<file path="src/rtl/reset_seq_pkg.sv">
// Shared definitions for the reset sequencer: state encoding, default phase
// lengths, output bundle and the state-to-output decode.
//   state_t        : sequencer states (HOLD, RST, INIT, SETTLE, RUN)
//   seq_out_t      : registered output bundle
//   decode_outputs : output values for a given state
package reset_seq_pkg;

   localparam int unsigned DEF_RESET_CYCLES  = 16;
   localparam int unsigned DEF_INIT_CYCLES   = 10;
   localparam int unsigned DEF_SETTLE_CYCLES = 4;
   localparam int unsigned DEF_CNT_W         = 16;
   localparam int unsigned COUNT_W           = 8;

   typedef enum logic [2:0] {
      S_HOLD   = 3'd0,
      S_RST    = 3'd1,
      S_INIT   = 3'd2,
      S_SETTLE = 3'd3,
      S_RUN    = 3'd4
   } state_t;

   typedef struct packed {
      logic cpu_reset;
      logic bus_init;
      logic run_enable;
      logic busy;
   } seq_out_t;

   // Output decode; bus_init only ever appears together with cpu_reset.
   function automatic seq_out_t decode_outputs(input state_t s);
      seq_out_t o;
      o.cpu_reset  = 1'b1;
      o.bus_init   = 1'b0;
      o.run_enable = 1'b0;
      o.busy       = 1'b1;
      case (s)
         S_INIT:   o.bus_init = 1'b1;
         S_SETTLE: o.cpu_reset = 1'b0;
         S_RUN: begin
            o.cpu_reset  = 1'b0;
            o.run_enable = 1'b1;
            o.busy       = 1'b0;
         end
         default: ;
      endcase
      return o;
   endfunction

endpackage

</file>
<file path="src/rtl/reset_sequencer_if.sv">
// Request/status bundle between the panel debouncer side and the reset
// sequencer.
//   req_in      : reset request level (asynchronous to clk)
//   cpu_reset   : CPU state reset
//   bus_init    : Unibus INIT pulse
//   run_enable  : CPU allowed to fetch
//   busy        : sequence in progress
//   reset_count : saturating count of sequences started
// master = the sequencer, slave = the request source / status observer.
interface reset_sequencer_if;
   import reset_seq_pkg::*;

   logic               req_in;
   logic               cpu_reset;
   logic               bus_init;
   logic               run_enable;
   logic               busy;
   logic [COUNT_W-1:0] reset_count;

   modport master (
      input  req_in,
      output cpu_reset, bus_init, run_enable, busy, reset_count
   );

   modport slave (
      output req_in,
      input  cpu_reset, bus_init, run_enable, busy, reset_count
   );

endinterface

</file>
<file path="src/rtl/sync2.sv">
// Generic two-flop level synchroniser with synchronous clear, for
// front-panel inputs generated in another clock domain.
//   clk : destination clock
//   clr : synchronous active-high clear of both stages
//   d   : asynchronous input level(s)
//   q   : synchronised level(s), two clk of latency
module sync2 #(
   parameter int unsigned WIDTH = 1
) (
   input  logic             clk,
   input  logic             clr,
   input  logic [WIDTH-1:0] d,
   output logic [WIDTH-1:0] q
);

   logic [WIDTH-1:0] meta;

   // First stage may go metastable; second stage gives it a cycle to settle.
   always_ff @(posedge clk) begin
      if (clr) begin
         meta <= '0;
         q    <= '0;
      end else begin
         meta <= d;
         q    <= meta;
      end
   end

endmodule

</file>
<file path="src/rtl/reset_sequencer.sv">
// Ordered system reset for the PDP-11 core and Unibus: CPU reset hold, bus
// INIT pulse, settle gap, then run enable. Each phase has a fixed minimum
// length measured from release of the (synchronised) request.
//   clk   : system clock
//   reset : synchronous active-high reset (counts as a sequence start)
//   sif   : request input and registered sequencer outputs
module reset_sequencer
   import reset_seq_pkg::*;
#(
   parameter int unsigned RESET_CYCLES  = DEF_RESET_CYCLES,
   parameter int unsigned INIT_CYCLES   = DEF_INIT_CYCLES,
   parameter int unsigned SETTLE_CYCLES = DEF_SETTLE_CYCLES,
   parameter int unsigned CNT_W         = DEF_CNT_W
) (
   input  logic               clk,
   input  logic               reset,
   reset_sequencer_if.master  sif
);

   localparam logic [CNT_W-1:0] RST_LAST    = CNT_W'(RESET_CYCLES - 1);
   localparam logic [CNT_W-1:0] INIT_LAST   = CNT_W'(INIT_CYCLES - 1);
   localparam logic [CNT_W-1:0] SETTLE_LAST = CNT_W'(SETTLE_CYCLES - 1);
   localparam logic [COUNT_W-1:0] COUNT_MAX = '1;

   logic               req_s;
   state_t             state;
   state_t             nxt_c;
   logic [CNT_W-1:0]   cnt;
   logic [CNT_W-1:0]   cnt_nxt_c;
   logic [COUNT_W-1:0] count;
   seq_out_t           outs;

   sync2 #(.WIDTH(1)) u_sync (
      .clk (clk),
      .clr (reset),
      .d   (sif.req_in),
      .q   (req_s)
   );

   // Transition rule: a live request always wins and parks the FSM in HOLD.
   function automatic state_t next_state(input state_t s, input logic req,
                                         input logic [CNT_W-1:0] c);
      state_t n;
      n = s;
      if (req) begin
         n = S_HOLD;
      end else begin
         case (s)
            S_HOLD:   n = S_RST;
            S_RST:    if (c == RST_LAST) n = S_INIT;
            S_INIT:   if (c == INIT_LAST) n = (SETTLE_CYCLES == 0) ? S_RUN : S_SETTLE;
            S_SETTLE: if (c == SETTLE_LAST) n = S_RUN;
            S_RUN:    n = S_RUN;
            default:  n = S_HOLD;
         endcase
      end
      return n;
   endfunction

   assign nxt_c = next_state(state, req_s, cnt);

   // Phase counter restarts on every state change and idles at 0 in HOLD/RUN.
   assign cnt_nxt_c = (nxt_c != state || nxt_c == S_HOLD || nxt_c == S_RUN)
                      ? '0 : cnt + CNT_W'(1);

   // FSM, phase counter, event counter and outputs decoded from next state.
   always_ff @(posedge clk) begin
      if (reset) begin
         state <= S_HOLD;
         cnt   <= '0;
         count <= COUNT_W'(1);
         outs  <= decode_outputs(S_HOLD);
      end else begin
         state <= nxt_c;
         cnt   <= cnt_nxt_c;
         outs  <= decode_outputs(nxt_c);
         // Entering HOLD from anywhere else is a new sequence start.
         if (req_s && state != S_HOLD && count != COUNT_MAX) begin
            count <= count + COUNT_W'(1);
         end
      end
   end

   assign sif.cpu_reset   = outs.cpu_reset;
   assign sif.bus_init    = outs.bus_init;
   assign sif.run_enable  = outs.run_enable;
   assign sif.busy        = outs.busy;
   assign sif.reset_count = count;

endmodule

</file>
<file path="src/flat_wrapper.sv">
// flat-port wrapper written by rule: the top's interface ports become plain ports
module reset_sequencer_flat import reset_seq_pkg::*;
#(
   parameter int unsigned RESET_CYCLES  = DEF_RESET_CYCLES,
   parameter int unsigned INIT_CYCLES   = DEF_INIT_CYCLES,
   parameter int unsigned SETTLE_CYCLES = DEF_SETTLE_CYCLES,
   parameter int unsigned CNT_W         = DEF_CNT_W
)
  (clk, reset, sif_req_in, sif_cpu_reset, sif_bus_init, sif_run_enable, sif_busy, sif_reset_count);
  reset_sequencer_if sif_i ();
  input  logic clk;
  input  logic reset;
  input wire logic [$bits(sif_i.req_in)-1:0] sif_req_in;
  output wire logic [$bits(sif_i.cpu_reset)-1:0] sif_cpu_reset;
  output wire logic [$bits(sif_i.bus_init)-1:0] sif_bus_init;
  output wire logic [$bits(sif_i.run_enable)-1:0] sif_run_enable;
  output wire logic [$bits(sif_i.busy)-1:0] sif_busy;
  output wire logic [$bits(sif_i.reset_count)-1:0] sif_reset_count;
  assign sif_i.req_in = sif_req_in;
  assign sif_cpu_reset = sif_i.cpu_reset;
  assign sif_bus_init = sif_i.bus_init;
  assign sif_run_enable = sif_i.run_enable;
  assign sif_busy = sif_i.busy;
  assign sif_reset_count = sif_i.reset_count;
  reset_sequencer #(.RESET_CYCLES(RESET_CYCLES), .INIT_CYCLES(INIT_CYCLES), .SETTLE_CYCLES(SETTLE_CYCLES), .CNT_W(CNT_W)) u_core (.clk(clk), .reset(reset), .sif(sif_i));
endmodule
</file>
<file path="config.mk">
export PLATFORM = sky130hd
export DESIGN_NAME = reset_sequencer_flat
export DESIGN_NICKNAME = d
export VERILOG_FILES = /design/src/rtl/reset_seq_pkg.sv /design/src/rtl/reset_sequencer_if.sv /design/src/rtl/sync2.sv /design/src/rtl/reset_sequencer.sv /design/src/flat_wrapper.sv
export SDC_FILE = /design/constraint.sdc
export NUM_CORES = 1
export LEC_CHECK = 0
export ABC_AREA = 1
export CAP_MARGIN = 20
export CORE_ASPECT_RATIO = 0.6
export CORE_UTILIZATION = 40
export DETAILED_ROUTE_END_ITERATION = 7
export GPL_TIMING_DRIVEN = 0
export SLEW_MARGIN = 20
export SYNTH_ARGS = -nofsm -noshare
export SYNTH_HDL_FRONTEND = slang
export SYNTH_SLANG_ARGS = --single-unit
</file>
<file path="constraint.sdc">
create_clock -name clk -period 2.12 [get_ports clk]
set_input_delay 0.212 -clock clk [delete_from_list [all_inputs] [get_ports clk]]
set_output_delay 0.212 -clock clk [all_outputs]
set_load 0.02 [all_outputs]
</file>
---- After elaboration in Yosys (flattened, before gate mapping) ----
Index checks and enable logic that the tools add are counted.
storage, ports and cells
  flip-flop bits (word level) ............. 33
  input bits .............................. 3
cells by class
  eq/ne operators ......................... 12
  add/subtract/negate cells ............... 2
  reduce and logical (&&, ||, !) cells .... 9
  multiplexer cells ....................... 8
operators with widths
  kind                                                  count
  equality test 16 x 4 -> 1 bit, second input constant  2
  adder 16 x 1 -> 16 bit, second input constant         1
  equality test 16 x 2 -> 1 bit, second input constant  1
  case mux 3 bit (5 select lines)                       1
  equality test 3 x 2 -> 1 bit, second input constant   4
  2-to-1 mux 3 bit                                      4
  adder 8 x 1 -> 8 bit, second input constant           1
  != test 8 bit, second input constant                  1
  equality test 3 bit, second input constant            2
  zero test 3 bit                                       2
  OR reduction 2 bit                                    2
  equality test 3 x 1 -> 1 bit, second input constant   1
  != test 3 bit                                         1
  nonzero test 3 bit                                    1
  logical AND 1 bit                                     2
  logical OR 1 bit                                      2
  2-to-1 mux 1 bit                                      2
  2-to-1 mux 2 bit                                      1

---- Longest topological paths before layout ----
Gate-level depths: netlist (run 1).
  word-level depth ........................ 8
  mapped depth ............................ 13
  mapped depth without buffers ............ 12

---- By module ----
From an unflattened synthesis (run 1), not the netlist that was laid out.
unflattened totals
  cell total of the unflattened synthesis .. 214
  area total of the unflattened synthesis .. 1707.9 µm²
modules (own cells, without submodules)
  module           area each (µm²)  cells an instance  instances
  reset_sequencer  1652.8           208                1
  sync2            55.1             6                  1

---- Worst setup path before layout (run 1) ----
OpenSTA, ideal clock, no wires.
  kind .................................... flip-flop to flip-flop
  from .................................... reg u_core.cnt[0]
  to ...................................... reg u_core.cnt[2]
  arrival ................................. 1618 ps
  data required time ...................... 2003 ps
  period minus slack after synthesis ...... 1734 ps
  setup slack ............................. 386 ps
  path buffers ............................ 1
  library setup time ...................... 117 ps
  cell stages (with the launch flop) ...... 14
  cell sequence ........................... dfxtp_1 ha_1 nand3_2 nor2_2 nand2_1 nand2_1 nand2_2 o21bai_4 nand2_1 nand2_1 nor2_2 nand2_4 buf_6 nor2_2
on the way
  cells in the longest elaborated chain, start to end .. 8
ends and longest elaborated chain
  item                                                         line                                                                 text
  start, declared                                              reset_sequencer.sv:28                                                logic [CNT_W-1:0] cnt;
  start signal, assigned                                       reset_sequencer.sv:75                                                cnt <= cnt_nxt_c;
  equality test 16 x 2 -> 1 bit, or another cell as far along  reset_sequencer.sv:52                                                S_SETTLE: if (c == SETTLE_LAST) n = S_RUN;
  2-to-1 mux 3 bit, on equally long branches                   reset_sequencer.sv:52, reset_sequencer.sv:50, reset_sequencer.sv:51
  case mux 3 bit (5 select lines)                              reset_sequencer.sv:48                                                case (s)
  2-to-1 mux 3 bit                                             reset_sequencer.sv:45                                                if (req) begin
  != test 3 bit / zero test 3 bit (equally long branches)      reset_sequencer.sv:63                                                assign cnt_nxt_c = (nxt_c != state || nxt_c == S_HOLD || nxt_c == S_RUN)
  logical OR 1 bit (2 in series)                               reset_sequencer.sv:63
  OR reduction 2 bit (no source line)                          --
Several ways; a longest one is shown, not always the timed one.
A chain may end at the register's enable or synchronous reset.

---- Worst setup path in the final report (run 1) ----
  from .................................... reg u_core.cnt[1]
  to ...................................... reg u_core.cnt[3]
Same word-level chain as after synthesis.

==> flow_summary.yaml, run 1 <==
power_and_ir_drop:
  power_density_nw_per_um2: 678.1
  leakagePower_nw: 0.7453
  irDropWorstVdd_mv: 0.3222
clocking:
  cts_hold_buf: 0
  cts_buffers: 5
  cts-root-buf: "clkbuf_8"
  clockBufferDepth: 2
  cts_max_level: 2
  cts.repair.resized: 0
  clock_latency_ps: 290
  path_clk_slew_ps: 80
  clock_sinks: 33
  postCtsSetupBuffers: 0
  cts_tree: "done"
place:
  dpl-instance-area_um2: 1821
  gp_congestion: 0.7889
  port_buffers: 13
  dp_hpwl_mm: 2.268
  pre_cts_ws_ps: 140.3
die:
  die-height_um: 51.47
  fp.coreArea_um2: 3786
  rows: 17
  die_w_um: 84.45
  ios: 15
  dieArea_um2: 4347
  start_util_pct: 43.09
yosys:
  netlist_area_um2: 1632
  syn_nets: 225
  synthTopCellsByArea: "dfxtp_1 (40%), nand2_1 (8.3%), inv_1 (7.6%)"
  synth_edf_count: 0
  synth_xor_xnor_area_share_pct: 6.979
  synth_top_area_share_pct: 40.49
  ys_ff_latch: 33
  synth_adder_area_share_pct: 3.067
  ys_warn_count: 0
  yosysMostFrequentCell: "nand2_1"
  yosys.area_share.simple_pct: 35.51
  synthArstFlopShare_pct: 0
  synth_top_family_by_area: "simple AND/OR/NAND/NOR gates"
  synthMuxAreaShare_pct: 0
  yosysSeqAreaShare_pct: 40.49
  syn_area_per_cell_um2: 7.484
  synth_compound_area_share_pct: 5.445
  ys_types: 26
  yosys.area.top_type: "dfxtp_1"
  synth_commonest_cells: "nand2_1 (36), dfxtp_1 (33), inv_1 (33)"
  netlist_instances: 218
  synthFlopType: "dfxtp_1"
sta:
  slew_violations: 0
  tightest_slew_ps: 464.9
  fmax_mhz: 506.3
  worst_clock_skew_ps: 6.574
  hold_viol: 0
  tns_ps: 0
  fin_ws_ps: 144.7
  relSlewSlack_pct: 69.00
  finalCritPeriodShare_pct: 93.17
  min_period_ps: 1975
  setup_viol: 0
global_route:
  grt_overflow: 0
  antenna_found_initial: 0
  grt_pass1_vias: 1129
  grt_pass1_wl_mm: 5.257
  gr-usage-all-layers_pct: 16.00
  grt_max_degree: 13
final_layout:
  drive_gt1_share_pct: 15.90
  ff_latch_area_um2: 661.9
  postLayoutCoreUtil_pct: 51.16
  fin_area_um2: 1937
  multi_input_area_um2: 832.0
  largest_reg_flops: 16
  nFillCells: 379
  antenna_cells: 0
  nets: 245
  synthToLayoutAreaGrowth_pct: 18.71
  largest-register: "u_core.cnt"
drt:
  drt.antenna.violating_nets: 0
  firstDrtPassIters: 4
  post_drt_wl_per_cell_um: 10.60
  drt_iter0_markers: 42
  viasPerCell: 4.427
  drc: 0
  drt_wl_total_mm: 3.031
  vias: 1266
critical_path:
  arrival_ps: 2150
  cp-start-kind: "flip-flop"
  crit_fanout: 10
  r2r_slack_ps: 140
  crit_required_ps: 2300
  cp-end-kind: "flip-flop"
  worst-setup-path-type: "reg -> reg"
job:
  maxCapViolations: 0
status:
  status: "finished, final reports clean"
worst_hold_path:
  hp-class: "in -> reg"
logic make-up (layout without fill, tap and decap cells):
| family | Yosys count | after routing |
|---|---|---|
| and+or+nand+nor | 118 | 118 |
| adders and majority gates | 4 | 4 |
| AOI/OAI and AO/OA | 15 | 15 |
| DFF | 33 | 33 |
| buffers and inverters | 35 | 56 |
| xor gates and xnor gates | 13 | 13 |
worst paths after layout:
| path | from | to | cells past startpoint |
|---|---|---|---|
| worst min register to register | u_core.u_sync.meta$_SDFF_PP0_ | u_core.u_sync.q$_SDFF_PP0_ | 2 |
| worst min-delay path | reset | u_core.u_sync.meta$_SDFF_PP0_ | 2 |
| worst max register to register | u_core.cnt[1]$_SDFF_PP0_ | u_core.cnt[3]$_SDFF_PP0_ | 13 |
| worst max-delay path | u_core.cnt[1]$_SDFF_PP0_ | u_core.cnt[3]$_SDFF_PP0_ | 13 |
routing by layer:
metal / GRT usage (%) / part of all wire, % / vias to the layer above
met2: 18.99 / 32 / 24
li1: - / - / 707
met3: 4.847 / 4.0 / 4
met4: 5.932 / 0.66 / 0
met1: 25.40 / 63 / 531
met5: 0 / 0 / -
final cells by class:
cell class                 instances  share of cell area (%)
clock buffer                       5                   3.553
timing repair buffer              13                   6.718
buffer                             2                  0.7752
tap                               47                   3.036
sequential                        33                   34.17
multi-input combinational        150                   42.96
clock inverter                     3                   2.390
inverter                          33                   6.395
metrics by stage:
| stage | instances | power (W) | hold WS (ps) |
|---|---|---|---|
| 2_1_floorplan | 218 | 0.0007090 | 319.0 |
| 3_3_place_gp | 278 | 0.0007265 | 394.2 |
| 3_5_place_dp | 278 | 0.0007270 | 392.9 |
| 4_1_cts | 286 | 0.001332 | 263.7 |
| 5_1_grt | 286 | 0.001371 | 300.1 |
| 6_report | 286 | 0.001313 | 266.0 |
placed cells by master (no fill, tap or decap):
cell type,n
nand2_4,1
clkinvlp_4,1
nor3_1,5
a21oi_1,6
inv_1,33
nor3_4,1
nand2_1,36
nand4_1,1
nand2_2,5
clkinv_4,1
dfxtp_1,32
nor2_4,2
and2_1,1
nor2_1,31
clkbuf_1,1
or2_2,1
buf_6,1
ha_1,4
o21ai_1,1
bufinv_16,1
xor2_1,11
nor2_2,15
nand3b_1,1
xnor2_1,2
nand3_1,15
o21ai_0,7
dfxtp_2,1
o21bai_4,1
nor4_1,1
clkdlybuf4s50_1,13
nand3_2,2
clkbuf_8,5
power breakdown:
part	leakage, nW	switching (W)	internal [W]
Clock	0.0543	0.000249	0.000352
Combinational	0.424	0.0000474	0.0000273
Sequential	0.267	0.0000105	0.000628
Total	0.745	0.000307	0.00101
critical path: stages (launching register included):
cell and delay, ps:
dfxtp_1 410, ha_1 250, nand2_1 70, nor2_1 130
nand2_2 80, o21ai_1 180, nand2_1 160, nand2_1 90
nand2_1 50, nand2_1 70, nor2_2 50, nand2_4 90
buf_6 190, nor2_2 40
Power figures use the tool's default switching activity.
==> run 2, diff against run 1 <==
--- a/config.mk
+++ b/config.mk
@@ -9,9 +9,11 @@
 export CAP_MARGIN = 20
 export CORE_ASPECT_RATIO = 0.6
 export CORE_UTILIZATION = 40
+export CTS_BUF_LIST = sky130_fd_sc_hd__clkbuf_8
 export DETAILED_ROUTE_END_ITERATION = 7
 export GPL_TIMING_DRIVEN = 0
 export SLEW_MARGIN = 20
 export SYNTH_ARGS = -nofsm -noshare
 export SYNTH_HDL_FRONTEND = slang
+export SYNTH_HIERARCHICAL = 1
 export SYNTH_SLANG_ARGS = --single-unit
==> run 2 against run 1 <==
Against the previous run:
- sequential share of layout area down 1.2 points
- synthesized area is 4.7% higher
- combinational power is 14% higher
- utilization rose by 0.56 points
- synthesized cell count down 1.8%
- critical path depth shrank 3
- global-route usage is 0.14 points lower
- die area up 4.5%
- clock skew down 4.3 ps
- clock-buffer cell count is the same
- sequential power is 0.9% lower
==> flow_summary.yaml, run 2 <==
power_and_ir_drop:
  total_power_w: 0.001169
  switching_share_pct: 25.03
  netSwitchingPower_w: 0.0002927
  clockPowerShare_pct: 38.6
  seqPwrFrac_pct: 54.1
  power_density_nw_per_um2: 584.1
  irDropWorstVdd_mv: 0.3336
  leakagePower_nw: 0.7717
  p_comb_share_pct: 7.3
  internal_power_w: 0.0008767
yosys:
  synthTopCellsByArea: "dfxtp_1 (39%), nor3_2 (7.6%), nand2_1 (6.8%)"
  ys_ff_latch: 33
  netlist_area_um2: 1708
  ys_types: 22
  synth_top_area_share_pct: 38.68
  syn_nets: 221
  yosysSeqAreaShare_pct: 38.68
  netlist_instances: 214
  synthFlopType: "dfxtp_1"
  synth_edf_count: 0
  synth_commonest_cells: "dfxtp_1 (33), nand2_1 (31), inv_1 (28), nor2_1 (28)"
  synthArstFlopShare_pct: 0
  syn_area_per_cell_um2: 7.981
  yosys.area.top_type: "dfxtp_1"
  ys_warn_count: 6
  yosysMostFrequentCell: "dfxtp_1"
sta:
  setup_viol: 0
  holdWs_ps: 401.4
  finalCritPeriodShare_pct: 90.72
  rsz0062_at_grt: "no"
  min_period_ps: 1923
  tns_ps: 0
  fmax_mhz: 520.0
  slew_violations: 0
  hold_viol: 0
  tightest_slew_ps: 299.5
  worst_clock_skew_ps: 2.226
  relSlewSlack_pct: 79.98
clocking:
  cts_tree: "done"
  cts-root-buf: "clkbuf_8"
  postCtsSetupBuffers: 0
  path_clk_slew_ps: 70
  clockBufferDepth: 2
  cts_max_level: 2
  cts_hold_buf: 0
  cts.repair.resized: 0
  clock_sinks: 33
  cts_buffers: 5
  clock_latency_ps: 280
drt:
  wl_met3_um: 183
  firstDrtPassIters: 4
  met1_length_mm: 1.987
  drt_wl_total_mm: 3.248
  top_layer: "met4"
  wl_met2_mm: 1.050
  drt_iter0_markers: 66
  viasPerCell: 4.522
  drc: 0
  drt.antenna.violating_nets: 0
  post_drt_wl_per_cell_um: 11.09
  vias: 1325
critical_path:
  critPathSlowestCell: "dfxtp_1"
  cp-start-kind: "flip-flop"
  crit_fanout: 10
  crit_required_ps: 2340
  cp_cell_sequence: "ha_1 > nand2_1 > nor2_1 > nand3_1 > nand2_1 > a21oi_1 > nor2_1 > nand2_2 > buf_6 > nor3_2"
  arrival_ps: 2140
  cp-end-kind: "flip-flop"
  worst-setup-path-type: "reg -> reg"
  slowest_delay_ps: 420
final_layout:
  postLayoutCoreUtil_pct: 51.71
  synthToLayoutAreaGrowth_pct: 17.22
  drive_gt1_share_pct: 18.22
  largest_reg_flops: 16
  layout_commonest_cell: "dfxtp_1"
  nets: 242
  fin_area_um2: 2002
  largest-register: "u_core/cnt"
  final_cell_mix: "dfxtp_1 (33), nand2_1 (31), inv_1 (29)"
  antenna_cells: 0
place:
  dpl-instance-area_um2: 1919
  dp_hpwl_mm: 2.466
  gp_congestion: 0.8561
  port_buffers: 14
die:
  die_w_um: 86.36
  ios: 15
  die-height_um: 52.62
  fp.coreArea_um2: 3871
  dieArea_um2: 4544
  start_util_pct: 44.12
  rows: 17
global_route:
  grt_max_degree: 11
  grt_pass1_vias: 1098
  gr-usage-all-layers_pct: 15.86
  grt_pass1_wl_mm: 5.299
  grt_overflow: 0
  antenna_found_initial: 0
job:
  maxCapViolations: 0
status:
  status: "finished, final reports clean"
worst_hold_path:
  hp-class: "reg -> reg"
run 2: metrics by stage:
step	std cells	setup slack, ps
after CTS	293	194.6
after global placement	285	218.8
after detailed placement	285	205.3
after global routing	293	57.99
after floorplan	214	494.8
final	293	196.8
run 2: worst max-delay path: cells and delay by family (launching register included):
kind                     cells  cell delay [ps]
AO/OA/AOI/OAI                1               70
adder cells (fa/ha/maj)      1              210
buffers and inverters        1              190
flip-flops                   1              420
AND/OR/NAND/NOR              7              950
run 2: metal layers:
layer / vias up / global-route usage (%)
met4: 0 / 5.000
li1: 717 / -
met5: - / 0
met2: 29 / 18.25
met1: 574 / 25.45
met3: 5 / 5.197
run 2: cell families after synthesis:
| family | share of synthesized area (%) |
|---|---|
| compound gates | 3.736 |
| xor+xnor | 8.718 |
| fa+ha+maj | 2.931 |
| buf+inv | 8.132 |
| flops | 38.68 |
| simple gates | 37.80 |
run 2: power by group through the flow:
stage / clock network, W / logic [W] / registers (W)
2_1_floorplan: 0 / 0.0000612 / 0.000647
3_3_place_gp: 0 / 0.0000855 / 0.000646
3_5_place_dp: 0 / 0.0000863 / 0.000647
4_1_cts: 0.000468 / 0.0000863 / 0.000632
5_1_grt: 0.000500 / 0.0000945 / 0.000633
6_report: 0.000451 / 0.0000855 / 0.000632
run 2: path summary, 6_finish.rpt:
path | from | endpoint | slack [ps] | cells past startpoint
worst max register to register | u_core/cnt[0]$_SDFF_PP0_ | u_core/cnt[8]$_SDFF_PP0_ | 200 | 10
worst min register to register | u_core/u_sync/meta$_SDFF_PP0_ | u_core/u_sync/q$_SDFF_PP0_ | 400 | 2
worst min-delay path | u_core/u_sync/meta$_SDFF_PP0_ | u_core/u_sync/q$_SDFF_PP0_ | 400 | 2
worst max-delay path | u_core/cnt[0]$_SDFF_PP0_ | u_core/cnt[8]$_SDFF_PP0_ | 200 | 10
run 2: area by class of cell:
class / instances / area, um^2
plain buffers: 2 / 22.52
clock buffers: 5 / 68.82
clock inverters: 3 / 13.76
fillers: 397 / 1869
inverters: 31 / 116.4
multi-input cells: 148 / 908.4
flip-flops and latches: 33 / 660.6
well taps: 57 / 71.32
repair buffers: 14 / 140.1
